===== src/rtl/mem_bus_arbiter_pkg.sv =====
// Shared constants for the SoC memory arbiter: master indices and the fetch starvation default.
package mem_bus_arbiter_pkg;

  localparam logic [1:0] MST_LOAD = 2'd0;
  localparam logic [1:0] MST_LSU  = 2'd1;
  localparam logic [1:0] MST_IFU  = 2'd2;
  localparam logic [1:0] MST_NONE = 2'd3;

  localparam int NUM_MST          = 3;
  localparam int STARVE_LIMIT_DEF = 4;

  function automatic logic [NUM_MST-1:0] idx_to_onehot(input logic [1:0] idx);
    if (idx == MST_NONE) return '0;
    return NUM_MST'(3'b001 << idx);
  endfunction

endpackage


===== src/rtl/mem_bus_arbiter_prio.sv =====
// Combinational 3-way fixed-priority picker; rotate_i lifts M2 to the top (M2 > M0 > M1).
module prio_arb3 (
  input  logic [2:0] req_i,
  input  logic       rotate_i,
  output logic [2:0] gnt_o
);

  always_comb begin
    gnt_o = 3'b000;
    if (rotate_i && req_i[2]) gnt_o = 3'b100;
    else if (req_i[0])        gnt_o = 3'b001;
    else if (req_i[1])        gnt_o = 3'b010;
    else if (req_i[2])        gnt_o = 3'b100;
  end

endmodule


===== src/rtl/mem_bus_arbiter.sv =====
// Single-port memory arbiter for loader (M0), load/store (M1) and fetch (M2) with a
// one-cycle registered read response and a fetch anti-starvation counter.
module mem_bus_arbiter
  import mem_bus_arbiter_pkg::*;
#(
  parameter int AW           = 32,
  parameter int DW           = 32,
  parameter int STARVE_LIMIT = STARVE_LIMIT_DEF
) (
  input  logic                clk,
  input  logic                rst_n,
  input  logic [2:0]          m_req,
  input  logic [2:0]          m_we,
  input  logic [3*AW-1:0]     m_addr,
  input  logic [3*DW-1:0]     m_wdata,
  input  logic [3*DW/8-1:0]   m_be,
  output logic [2:0]          m_gnt,
  output logic [2:0]          m_rvalid,
  output logic [DW-1:0]       m_rdata,
  output logic                mem_en,
  output logic                mem_we,
  output logic [AW-1:0]       mem_addr,
  output logic [DW-1:0]       mem_wdata,
  output logic [DW/8-1:0]     mem_be,
  input  logic [DW-1:0]       mem_rdata
);

  localparam int BW = DW / 8;

  logic [3:0] starve_cnt_q, starve_cnt_d;
  logic [1:0] rd_owner_q, rd_owner_d;
  logic       starve_hit;

  assign starve_hit = (starve_cnt_q == 4'(STARVE_LIMIT));

  prio_arb3 u_prio_arb3 (
    .req_i    (m_req),
    .rotate_i (starve_hit),
    .gnt_o    (m_gnt)
  );

  // m_gnt is one-hot, so at most one iteration selects the memory fields.
  always_comb begin
    mem_en     = |m_gnt;
    mem_we     = 1'b0;
    mem_addr   = '0;
    mem_wdata  = '0;
    mem_be     = '0;
    rd_owner_d = MST_NONE;
    for (int i = 0; i < NUM_MST; i++) begin
      if (m_gnt[i]) begin
        mem_we    = m_we[i];
        mem_addr  = m_addr[i*AW +: AW] >> 2;
        mem_wdata = m_wdata[i*DW +: DW];
        mem_be    = m_be[i*BW +: BW];
        if (!m_we[i]) rd_owner_d = 2'(i);
      end
    end
  end

  always_comb begin
    starve_cnt_d = starve_cnt_q;
    if (!m_req[MST_IFU] || m_gnt[MST_IFU]) starve_cnt_d = 4'd0;
    else if (!starve_hit)                  starve_cnt_d = starve_cnt_q + 4'd1;
  end

  always_ff @(posedge clk or negedge rst_n) begin
    if (!rst_n) begin
      starve_cnt_q <= 4'd0;
      rd_owner_q   <= MST_NONE;
    end else begin
      starve_cnt_q <= starve_cnt_d;
      rd_owner_q   <= rd_owner_d;
    end
  end

  // Read data is only meaningful in the cycle after the grant; gate it to zero otherwise.
  assign m_rvalid = idx_to_onehot(rd_owner_q);
  assign m_rdata  = (|m_rvalid) ? mem_rdata : '0;

endmodule


===== config.mk =====
export PLATFORM = sky130hd
export DESIGN_NAME = mem_bus_arbiter
export DESIGN_NICKNAME = d
export VERILOG_FILES = /design/src/rtl/mem_bus_arbiter_pkg.sv /design/src/rtl/mem_bus_arbiter_prio.sv /design/src/rtl/mem_bus_arbiter.sv
export SDC_FILE = /design/constraint.sdc
export NUM_CORES = 1
export LEC_CHECK = 0
export ABC_AREA = 1
export BUFFER_PORTS_ARGS = -buffer_cell sky130_fd_sc_hd__buf_2
export CORE_AREA = 10 10 129 131
export DETAILED_ROUTE_END_ITERATION = 8
export DIE_AREA = 0 0 139 141
export PLACE_DENSITY = 0.6
export RECOVER_POWER = 100
export SLEW_MARGIN = 20
export SYNTH_ARGS = -nofsm -noshare
export SYNTH_HDL_FRONTEND = slang
export SYNTH_SLANG_ARGS = --single-unit

===== constraint.sdc =====
create_clock -name clk -period 1.6 [get_ports clk]
set_clock_uncertainty 0.05 [all_clocks]
set_input_delay 0.32 -clock clk [delete_from_list [all_inputs] [get_ports clk]]
set_output_delay 0.32 -clock clk [all_outputs]
set_load 0.02 [all_outputs]

==> metrics.txt, run 1 <==
Clock transition at path regs ~40 ps; Row Count 44; placed insts 933; Area Overhead vs Synth 205%; f_max 479 MHz; CP arrival 1720 ps; Req. time, crit path approximately 1200 ps; total CTS buffers 3; HPWL Detailed 12700 um; Fill cells between 1000 and 1500; CTS tree yes; # setup viols final 102; post-synthesis cell count 422; Critical Path Sink Type primary output; RSZ-0062 raised after global routing true; vias in the first global route 4719; worst reg2reg path startpoint starve_cnt_q[0]; crit path time final between 2000 and 2500 ps; Tcrit/Tclk final 130%; area leader, netlist nand3_1; failing checks negative setup slack; worst r2r path cells 10; Worst VDD drop 0.246 mV; Synth top area share 48.5%; antenna violations before repair 1; Max FO, Critical Path 9; WHS 354 ps; pin count of the biggest net entering global routing 53; die height 141 um; status finished, violations left; Worst setup SP type register; hold worst-path end rd_owner_q[0]; leakage power total about 3.7 nW; io pins 352; Final Util between 40% and 50%; RR Endpoint rd_owner_q[0]; footprint of the multi-input gates 2630 um2; Post-Route WL 18100 um; residual DRC count 0; synth top area cells nand3_1, nand2_1, inv_1, nor2_1, dfrtp_1; Die ar. 19600 um2; Yosys reg bits 6; DRT Pass-1 Iters 4; Die W 139 um; Setup Crit Path Kind register to primary output; first-pass GRT wire length 25200 um; Antenna diodes 0; clk_lat worst skew 230 ps; total track usage 15.4%; Core ar. 14200 um2; CTS root buf clkbuf_16; Starting DRT DRC Count 194; final hold violations 0; Slew Limit Fails 0; total number of yosys warnings 0; pre-CTS setup slack -269 ps; Distinct cells, synth 22; Routed wire per std cell around 19 um; Buffers on Ports 343; vias post-DR 4467; Avg Vias per Cell roughly 4.6; Final TNS setup -32400 ps; gpl congestion 0.829; ANT nets after route 0; CTS Sinks 6; final worst setup slack -486 ps; reg2reg setup slack 150 ps; Syn Std Cell Area 2120 um2; Seq/Total Area, Yosys 7.21%; total of max-cap violations 0; Hold Crit Depth 3; Avg Synthesized Cell Area 5.01 um2; clk buf depth 2; PwrDens 444 nW/um2; fraction of layout cells with a size suffix above 1 between 70% and 80%; hold wc startpoint m_we[0]; Post-Layout Cell Count 963; global route overflow 0; Hold Path Class primary input to register; H-tree depth 1; fin nets 1027; initial core utilization ~15%; Seq. cell area 153 um2
-- cell usage after synthesis --
library cell,n
buf_1,3
conb_1,1
nor2_1,40
ha_1,2
nand2_2,2
nand3_1,205
clkbuf_1,11
buf_4,4
xor2_1,1
nand3_2,1
nand3b_1,1
inv_1,41
dfrtp_1,4
inv_2,4
nor2_4,2
buf_2,18
dfstp_2,2
o211ai_1,1
nor3_1,1
nand2_1,71
xnor2_1,1
buf_6,6
-- worst max-delay path, stage by stage, from the launching register on --
cell and delay [ps]:
dfrtp_1 360, inv_1 60, ha_2 170, nand2_2 60, inv_4 70, nand2_8 80
buf_12 150, buf_16 140, nand3_1 110, nand3_2 120, buf_6 150
-- per-stage QoR --
step                area [um2]  power [mW]
finish                    6450        2.87
global route              6450        3.02
floorplan                 2570        1.01
global placement          4540        1.70
detailed placement        4540        1.71
CTS                       5790        2.65
-- flip-flops by register name, indices dropped and copies added (netlist names) --
name	flops
starve_cnt_q	4
rd_owner_q	2
-- power breakdown --
group	internal, mW	total, mW	switching [mW]
logic	1.12	2.27	1.15
registers	0.167	0.173	0.00619
clock network	0.322	0.419	0.0971
total	1.61	2.87	1.25
-- timing repair --
action                                  4_1_cts  5_1_grt
hold buffers                                  1        0
endpoints found under the hold margin         4        0
endpoints found under the setup margin      102      103
resized for setup                           239      160
cloned                                        9        4
pin swaps                                     2       12
buffers inserted                             12        3
-- logic make-up after synthesis --
kind of cell	Yosys count	share of synthesized area [%]
simple gates	323	70.9
flops	6	7.21
fa+ha+maj	2	1.18
buf+inv	87	19.3
compound gates	1	0.355
xor+xnor	2	0.828
other cells	1	0.177
-- area by class of cell --
class,count,area share [%]
flip-flops and latches,6,2.37
clock buffers,3,1.16
well taps,184,3.57
inverters,45,2.73
multi-input cells,330,40.8
repair buffers,395,49.4
-- cell usage in the layout, fill, tap and decap left out, types with 15 or more instances in the layout --
| cell | synthesis | routed |
|---|---|---|
| inv_1 | 41 | 40 |
| nand3_2 | 1 | 92 |
| nand2_4 | 0 | 36 |
| buf_6 | 6 | 102 |
| buf_12 | 0 | 15 |
| nand2_2 | 2 | 20 |
| buf_4 | 4 | 21 |
| nand3_1 | 205 | 109 |
| nand2_1 | 71 | 15 |
| buf_2 | 18 | 239 |
| nor2_4 | 2 | 26 |
-- worst max-delay path by stage --
stage / from / end / cells past startpoint
floorplan: starve_cnt_q[0] / mem_addr[17] / 9
global placement: starve_cnt_q[1] / mem_wdata[20] / 9
detailed placement: starve_cnt_q[1] / mem_wdata[20] / 9
CTS: starve_cnt_q[1] / mem_wdata[26] / 11
global route: starve_cnt_q[0] / mem_addr[20] / 11
finish: starve_cnt_q[0] / mem_addr[25] / 10
-- routing by layer --
layer  vias up  GRT usage (%)  part of all wire (%)
met5         -              0                 0.072
met4         2           2.80                   1.4
met3        23           6.58                    11
met2       246           28.9                    52
met1      2083           15.6                    36
li1       2113              -                     -
(Power assumes the default switching activity.)
==> inputs of run 2 (changes only) <==
--- a/config.mk
+++ b/config.mk
@@ -10,7 +10,8 @@
 export CORE_AREA = 10 10 129 131
 export DETAILED_ROUTE_END_ITERATION = 8
 export DIE_AREA = 0 0 139 141
-export PLACE_DENSITY = 0.6
+export GPL_ROUTABILITY_DRIVEN = 1
+export PLACE_DENSITY = 0.58
 export RECOVER_POWER = 100
 export SLEW_MARGIN = 20
 export SYNTH_ARGS = -nofsm -noshare
==> constraint.sdc (replaced) <==
create_clock -name clk -period 2.69 [get_ports clk]
set_clock_uncertainty 0.05 [all_clocks]
set_input_delay 0.538 -clock clk [delete_from_list [all_inputs] [get_ports clk]]
set_output_delay 0.538 -clock clk [all_outputs]
set_load 0.02 [all_outputs]
==> run 2 against run 1 <==
  * Largest power group unchanged
  * Power decreased by 61%
  * Sequential power is 39% lower
  * Sequential share of layout area grew 1.5 points
  * Cell area fell by 39%
  * The run now ends clean
  * Critical path type unchanged
  * Non-clock buffer count shrank 44
  * Register-to-register slack improved by 950 ps
  * Via count shrank 11%
==> metrics.txt, run 2 (synthesized netlist as in run 1, its figures left out) <==
Worst setup SP type register; total track usage 12.5% (-2.9 points); top flop regs starve_cnt_q (4), rd_owner_q (2); leakage power total 2.22 nW (-40%); footprint of the multi-input gates 1560 um2 (-41%); Starting DRT DRC Count 192 (-1.0%); total power 1.12 mW (-61%); CTS tree yes; f_max 400 MHz; Final TNS setup 0 ps (+32400 ps); Hold Path Class primary input to asynchronous set/reset pin; Critical Path Sink Type primary output; crit path launch starve_cnt_q[0]; total CTS buffers 3 (unchanged); worst reg2reg path startpoint starve_cnt_q[0]; most frequent cells in the layout buf_2, nand3_1, clkbuf_1, nand2_1, inv_1; Row Count 44 (unchanged); vias in the first global route 4014 (-15%); total of max-cap violations 0 (unchanged); Setup Crit Path Kind register to primary output; fraction of layout cells with a size suffix above 1 36.3% (-40 points); Avg Vias per Cell 4.30 (-7.2%); gpl congestion 0.805 (-3.0%); Area after DPL 3990 um2 (-12%); CTS root buf clkbuf_16; first-pass GRT wire length 20800 um (-17%); Slowest cell on crit path dfrtp_1; Req. time, crit path 2100 ps (+870 ps); RSZ-0062 raised after global routing false; final hold violations 0 (unchanged); max reg flops 4 (unchanged); Seq. cell area 153 um2 (unchanged); Antenna diodes 0 (unchanged); CTS Sinks 6 (unchanged); pin count of the biggest net entering global routing 72 (+36%); Resize count post-CTS 0 (-100%); Biggest register starve_cnt_q; die height 141 um (unchanged); # setup viols final 0 (-100%); Final Util 27.7% (-18 points); ANT nets after route 0 (unchanged); Clock transition at path regs 30 ps (about the same); Area Overhead vs Synth 85.9%; Buffers on Ports 343 (unchanged); pre-CTS setup slack 414 ps (+683 ps); Worst VDD drop 0.184 mV (-25%); met1 GRT Util 13.0% (-2.6 points); Die ar. 19600 um2 (unchanged); Post-Route WL 13900 um (-23%); Most Crowded Layer GR met2; final worst setup slack 192 ps (+678 ps); fin nets 983 (-4.3%); HPWL Detailed 11900 um (-6.3%); CP arrival 1910 ps (+190 ps); most common cell after layout, fill and taps aside buf_2; PwrDens 284 nW/um2 (-36%); Fill cells 1711 (+22%); met3 usage 4.97% (-1.6 points); clk_lat worst skew 230 ps (about the same); Routed wire per std cell 15.2 um (-19%); worst path cell trace inv_1, ha_1, nand2_1, inv_1, nand2_4, buf_12, nand3_1, nand3_1, clkbuf_1; initial core utilization 14.9% (unchanged); Core ar. 14200 um2 (unchanged); status finished, final reports clean; met2 GRT Util 23.5% (-5.4 points); Slew Limit Fails 0 (unchanged); Max stage delay on crit path 390 ps (+30 ps); crit path time final 2500 ps; # Post-CTS Setup Buffers 0 (-12); global route overflow 0 (unchanged); DRT Pass-1 Iters 5 (+1); Tcrit/Tclk final 92.9%; CTS Hold Bufs 0 (-1); final instance area 3930 um2 (-39%); antenna violations before repair 0 (-1); Max FO, Critical Path 71 (+62); vias post-DR 3955 (-11%); Die W 139 um (unchanged); residual DRC count 0 (unchanged); clk buf depth 2 (unchanged); io pins 352 (unchanged); H-tree depth 1 (unchanged)
-- run 2: per-layer routing --
layer / wire length (um) / vias to the layer above
li1: - / 2013
met1: 5250 / 1698
met2: 7030 / 234
met3: 1560 / 10
met4: 107 / 0
met5: 0 / -
-- run 2: area by class of cell --
class                           count  area share, %
Timing Repair Buffer              351           44.3
Tap cell                          184           5.85
Clock buffer                        3           1.91
Inverter                           45           4.30
Sequential cell                     6           3.88
Multi-Input combinational cell    330           39.7
-- run 2: worst max-delay path: cells and delay by family, from the launching register on --
| family | cells | cell delay [ps] |
|---|---|---|
| buf+inv | 4 | 630 |
| simple gates | 4 | 420 |
| fa+ha+maj | 1 | 190 |
| flops | 1 | 390 |
-- run 2: path summary, 6_finish.rpt --
check,end,slack (ps),cells past startpoint
worst max-delay path,mem_wdata[31],190,9
worst min-delay path,starve_cnt_q[1],130,1
worst min register to register,starve_cnt_q[0],450,1
max in group asynchronous,rd_owner_q[1],2170,1
worst max register to register,starve_cnt_q[3],1100,8
min in group clk,starve_cnt_q[0],450,1
-- run 2: report_power, final --
| part | internal, mW | total [mW] | switching, mW | leakage [nW] |
|---|---|---|---|---|
| logic | 0.289 | 0.773 | 0.485 | 2.10 |
| clock network | 0.190 | 0.238 | 0.0471 | 0.0370 |
| registers | 0.0988 | 0.106 | 0.00687 | 0.0740 |
-- run 2: metrics by stage --
stage / cells / hold slack, ps
global route: 919 / 151
detailed placement: 916 / 319
CTS: 919 / 80.5
floorplan: 423 / 192
global placement: 916 / 317
finish: 919 / 130
==> inputs of run 3 (changes only) <==
--- a/config.mk
+++ b/config.mk
@@ -13,6 +13,7 @@
 export GPL_ROUTABILITY_DRIVEN = 1
 export PLACE_DENSITY = 0.58
 export RECOVER_POWER = 100
+export SETUP_SLACK_MARGIN = 0.5
 export SLEW_MARGIN = 20
 export SYNTH_ARGS = -nofsm -noshare
 export SYNTH_HDL_FRONTEND = slang
==> run 3 against run 2 <==
  * Register-to-register slack got worse by 310 ps
  * Fmax increased by 1.3%
  * Hold slack got worse by 0.53 ps
  * Via count increased by 11%
  * Cell count increased by 3.2%
  * Cell area increased by 37%
  * Sequential share of layout area decreased by 1.0 points
  * Combinational power increased by 33%
  * Core utilization increased by 10 points
  * Die area unchanged
  * Sequential power about the same
  * Non-clock buffer count increased by 29
  * Critical endpoint is now mem_addr[5]
  * Highest routed layer unchanged
==> metrics.txt, run 3 (synthesized netlist as in run 1, its figures left out) <==
status finished, final reports clean; initial core utilization 14.9% (unchanged); most common cell after layout, fill and taps aside buf_2; first-pass GRT wire length 25000 um (+20%); Sw Share 45.9% (-2.3 points); top flop regs starve_cnt_q (4), rd_owner_q (2); max reg flops 4 (unchanged); most frequent cells in the layout buf_2, nand3_1, nand3_2, clkbuf_1, nand2_1; clk_lat worst skew 230 ps (about the same); fraction of layout cells with a size suffix above 1 55.9% (+20 points); Max FO, Critical Path 6 (-92%); Req. time, crit path 2100 ps (about the same); crit path time final 2470 ps (-31.9 ps); Clock transition at path regs 30 ps (about the same); Switch Pwr 0.629 mW (+17%); clk buf depth 2 (unchanged); Worst setup SP type register; Area after DPL 3990 um2 (unchanged); Combinational Power Share 75.0% (+5.7 points); ANT nets after route 0 (unchanged); final worst setup slack 224 ps (+31.9 ps); Routed wire per std cell 18.9 um (+24%); total CTS buffers 3 (unchanged); H-tree depth 1 (unchanged); Area Overhead vs Synth 154%; pin count of the biggest net entering global routing 67 (-6.9%); leakage power total 3.03 nW (+37%); RSZ-0062 raised after global routing true; DRT Pass-1 Iters 5 (unchanged); CTS Sinks 6 (unchanged); Post-Route WL 17900 um (+28%); Buffers on Ports 343 (unchanged); final instance area 5380 um2 (+37%); f_max 406 MHz (+1.3%); Critical Path Sink Type primary output; CP arrival 1880 ps (-30 ps); HPWL Detailed 11900 um (unchanged); Fill cells 1525 (-11%); Hold Path Class primary input to asynchronous set/reset pin; total of max-cap violations 0 (unchanged); Sequential Power Share 7.6% (-1.9 points); total track usage 15.5% (+3.0 points); Setup Crit Path Kind register to primary output; vias in the first global route 4523 (+13%); antenna violations before repair 0 (unchanged); pre-CTS setup slack 414 ps (unchanged); Antenna diodes 0 (unchanged); Avg Vias per Cell 4.65 (+8.0%); worst reg2reg path startpoint starve_cnt_q[1]; Biggest register starve_cnt_q; Core ar. 14200 um2 (unchanged); Tcrit/Tclk final 91.7% (-1.2 points); Die W 139 um (unchanged); footprint of the multi-input gates 2070 um2 (+33%); Slew Limit Fails 0 (unchanged); Seq. cell area 153 um2 (unchanged); gpl congestion 0.805 (unchanged); final hold violations 0 (unchanged); Final TNS setup 0 ps (unchanged); residual DRC count 0 (unchanged); crit path launch starve_cnt_q[1]; Row Count 44 (unchanged); Die ar. 19600 um2 (unchanged); PwrDens 254 nW/um2 (-10%); vias post-DR 4408 (+11%); die height 141 um (unchanged); total power 1.37 mW (+23%); global route overflow 0 (unchanged); Worst VDD drop 0.182 mV (-0.84%); # setup viols final 0 (unchanged); CTS root buf clkbuf_16; CTS Hold Bufs 0 (unchanged); Internal 0.740 mW (+28%); CTS tree yes; fin nets 1012 (+3.0%); Starting DRT DRC Count 276 (+44%); io pins 352 (unchanged); Clock Power Share 17.4% (-3.9 points)
run 3: cell count changes in the layout (fill, tap and decap cells not counted), sizes merged:
| cell | delta |
|---|---|
| buf | +60 |
| clkbuf | -31 |
run 3: per-layer routing:
layer	vias to the layer above	global-route usage [%]	part of all wire, %	wire (um)
li1	2085	-	-	-
met1	2019	16.3	36	6380
met3	26	5.68	11	2000
met5	-	0	0	0
met2	278	28.6	51	9100
met4	0	3.73	2.2	393
run 3: repair_timing:
action	4_1_cts	5_1_grt
resized for setup	173	86
setup endpoints to repair	69	69
pin swaps	20	15
gates cloned	14	5
buffers inserted	10	0
run 3: final timing paths:
check / to / slack [ps] / depth (start not counted)
max: mem_addr[5] / 220 / 11
min: starve_cnt_q[1] / 130 / 1
max reg2reg: starve_cnt_q[3] / 790 / 11
min reg2reg: starve_cnt_q[0] / 490 / 2
max in group asynchronous: rd_owner_q[1] / 2170 / 1
min in group clk: starve_cnt_q[0] / 490 / 2
run 3: power by group through the flow:
stage / registers [mW] / logic [mW] / clock network [mW]
floorplan: 0.105 / 0.438 / 0
global placement: 0.106 / 0.823 / 0
detailed placement: 0.107 / 0.823 / 0
CTS: 0.105 / 1.03 / 0.243
global route: 0.105 / 1.11 / 0.247
finish: 0.104 / 1.03 / 0.238
run 3: cell type report:
class | instances | share of cell area [%]
clock buffer | 3 | 1.40
inverter | 45 | 3.14
multi-input combinational | 330 | 38.5
sequential | 6 | 2.84
tap | 184 | 4.28
timing repair buffer | 380 | 49.8
run 3: worst max-delay path, cell delays in order, from the launching register on:
cell and delay [ps]:
dfrtp_1 360, inv_1 60, ha_1 160, nand2_2 50, inv_1 140, nand2_8 130, nand2_8 130, buf_12 140
buf_8 130, nand2_2 50, nand3_2 50, clkbuf_1 240
run 3: through the flow:
stage | hold slack, ps | util (%) | cells
after floorplan | 192 | - | 423
after global placement | 317 | 28.1 | 916
after detailed placement | 319 | 28.1 | 916
after CTS | 80.5 | 36.4 | 943
after global routing | 151 | 37.9 | 948
final | 130 | 37.9 | 948
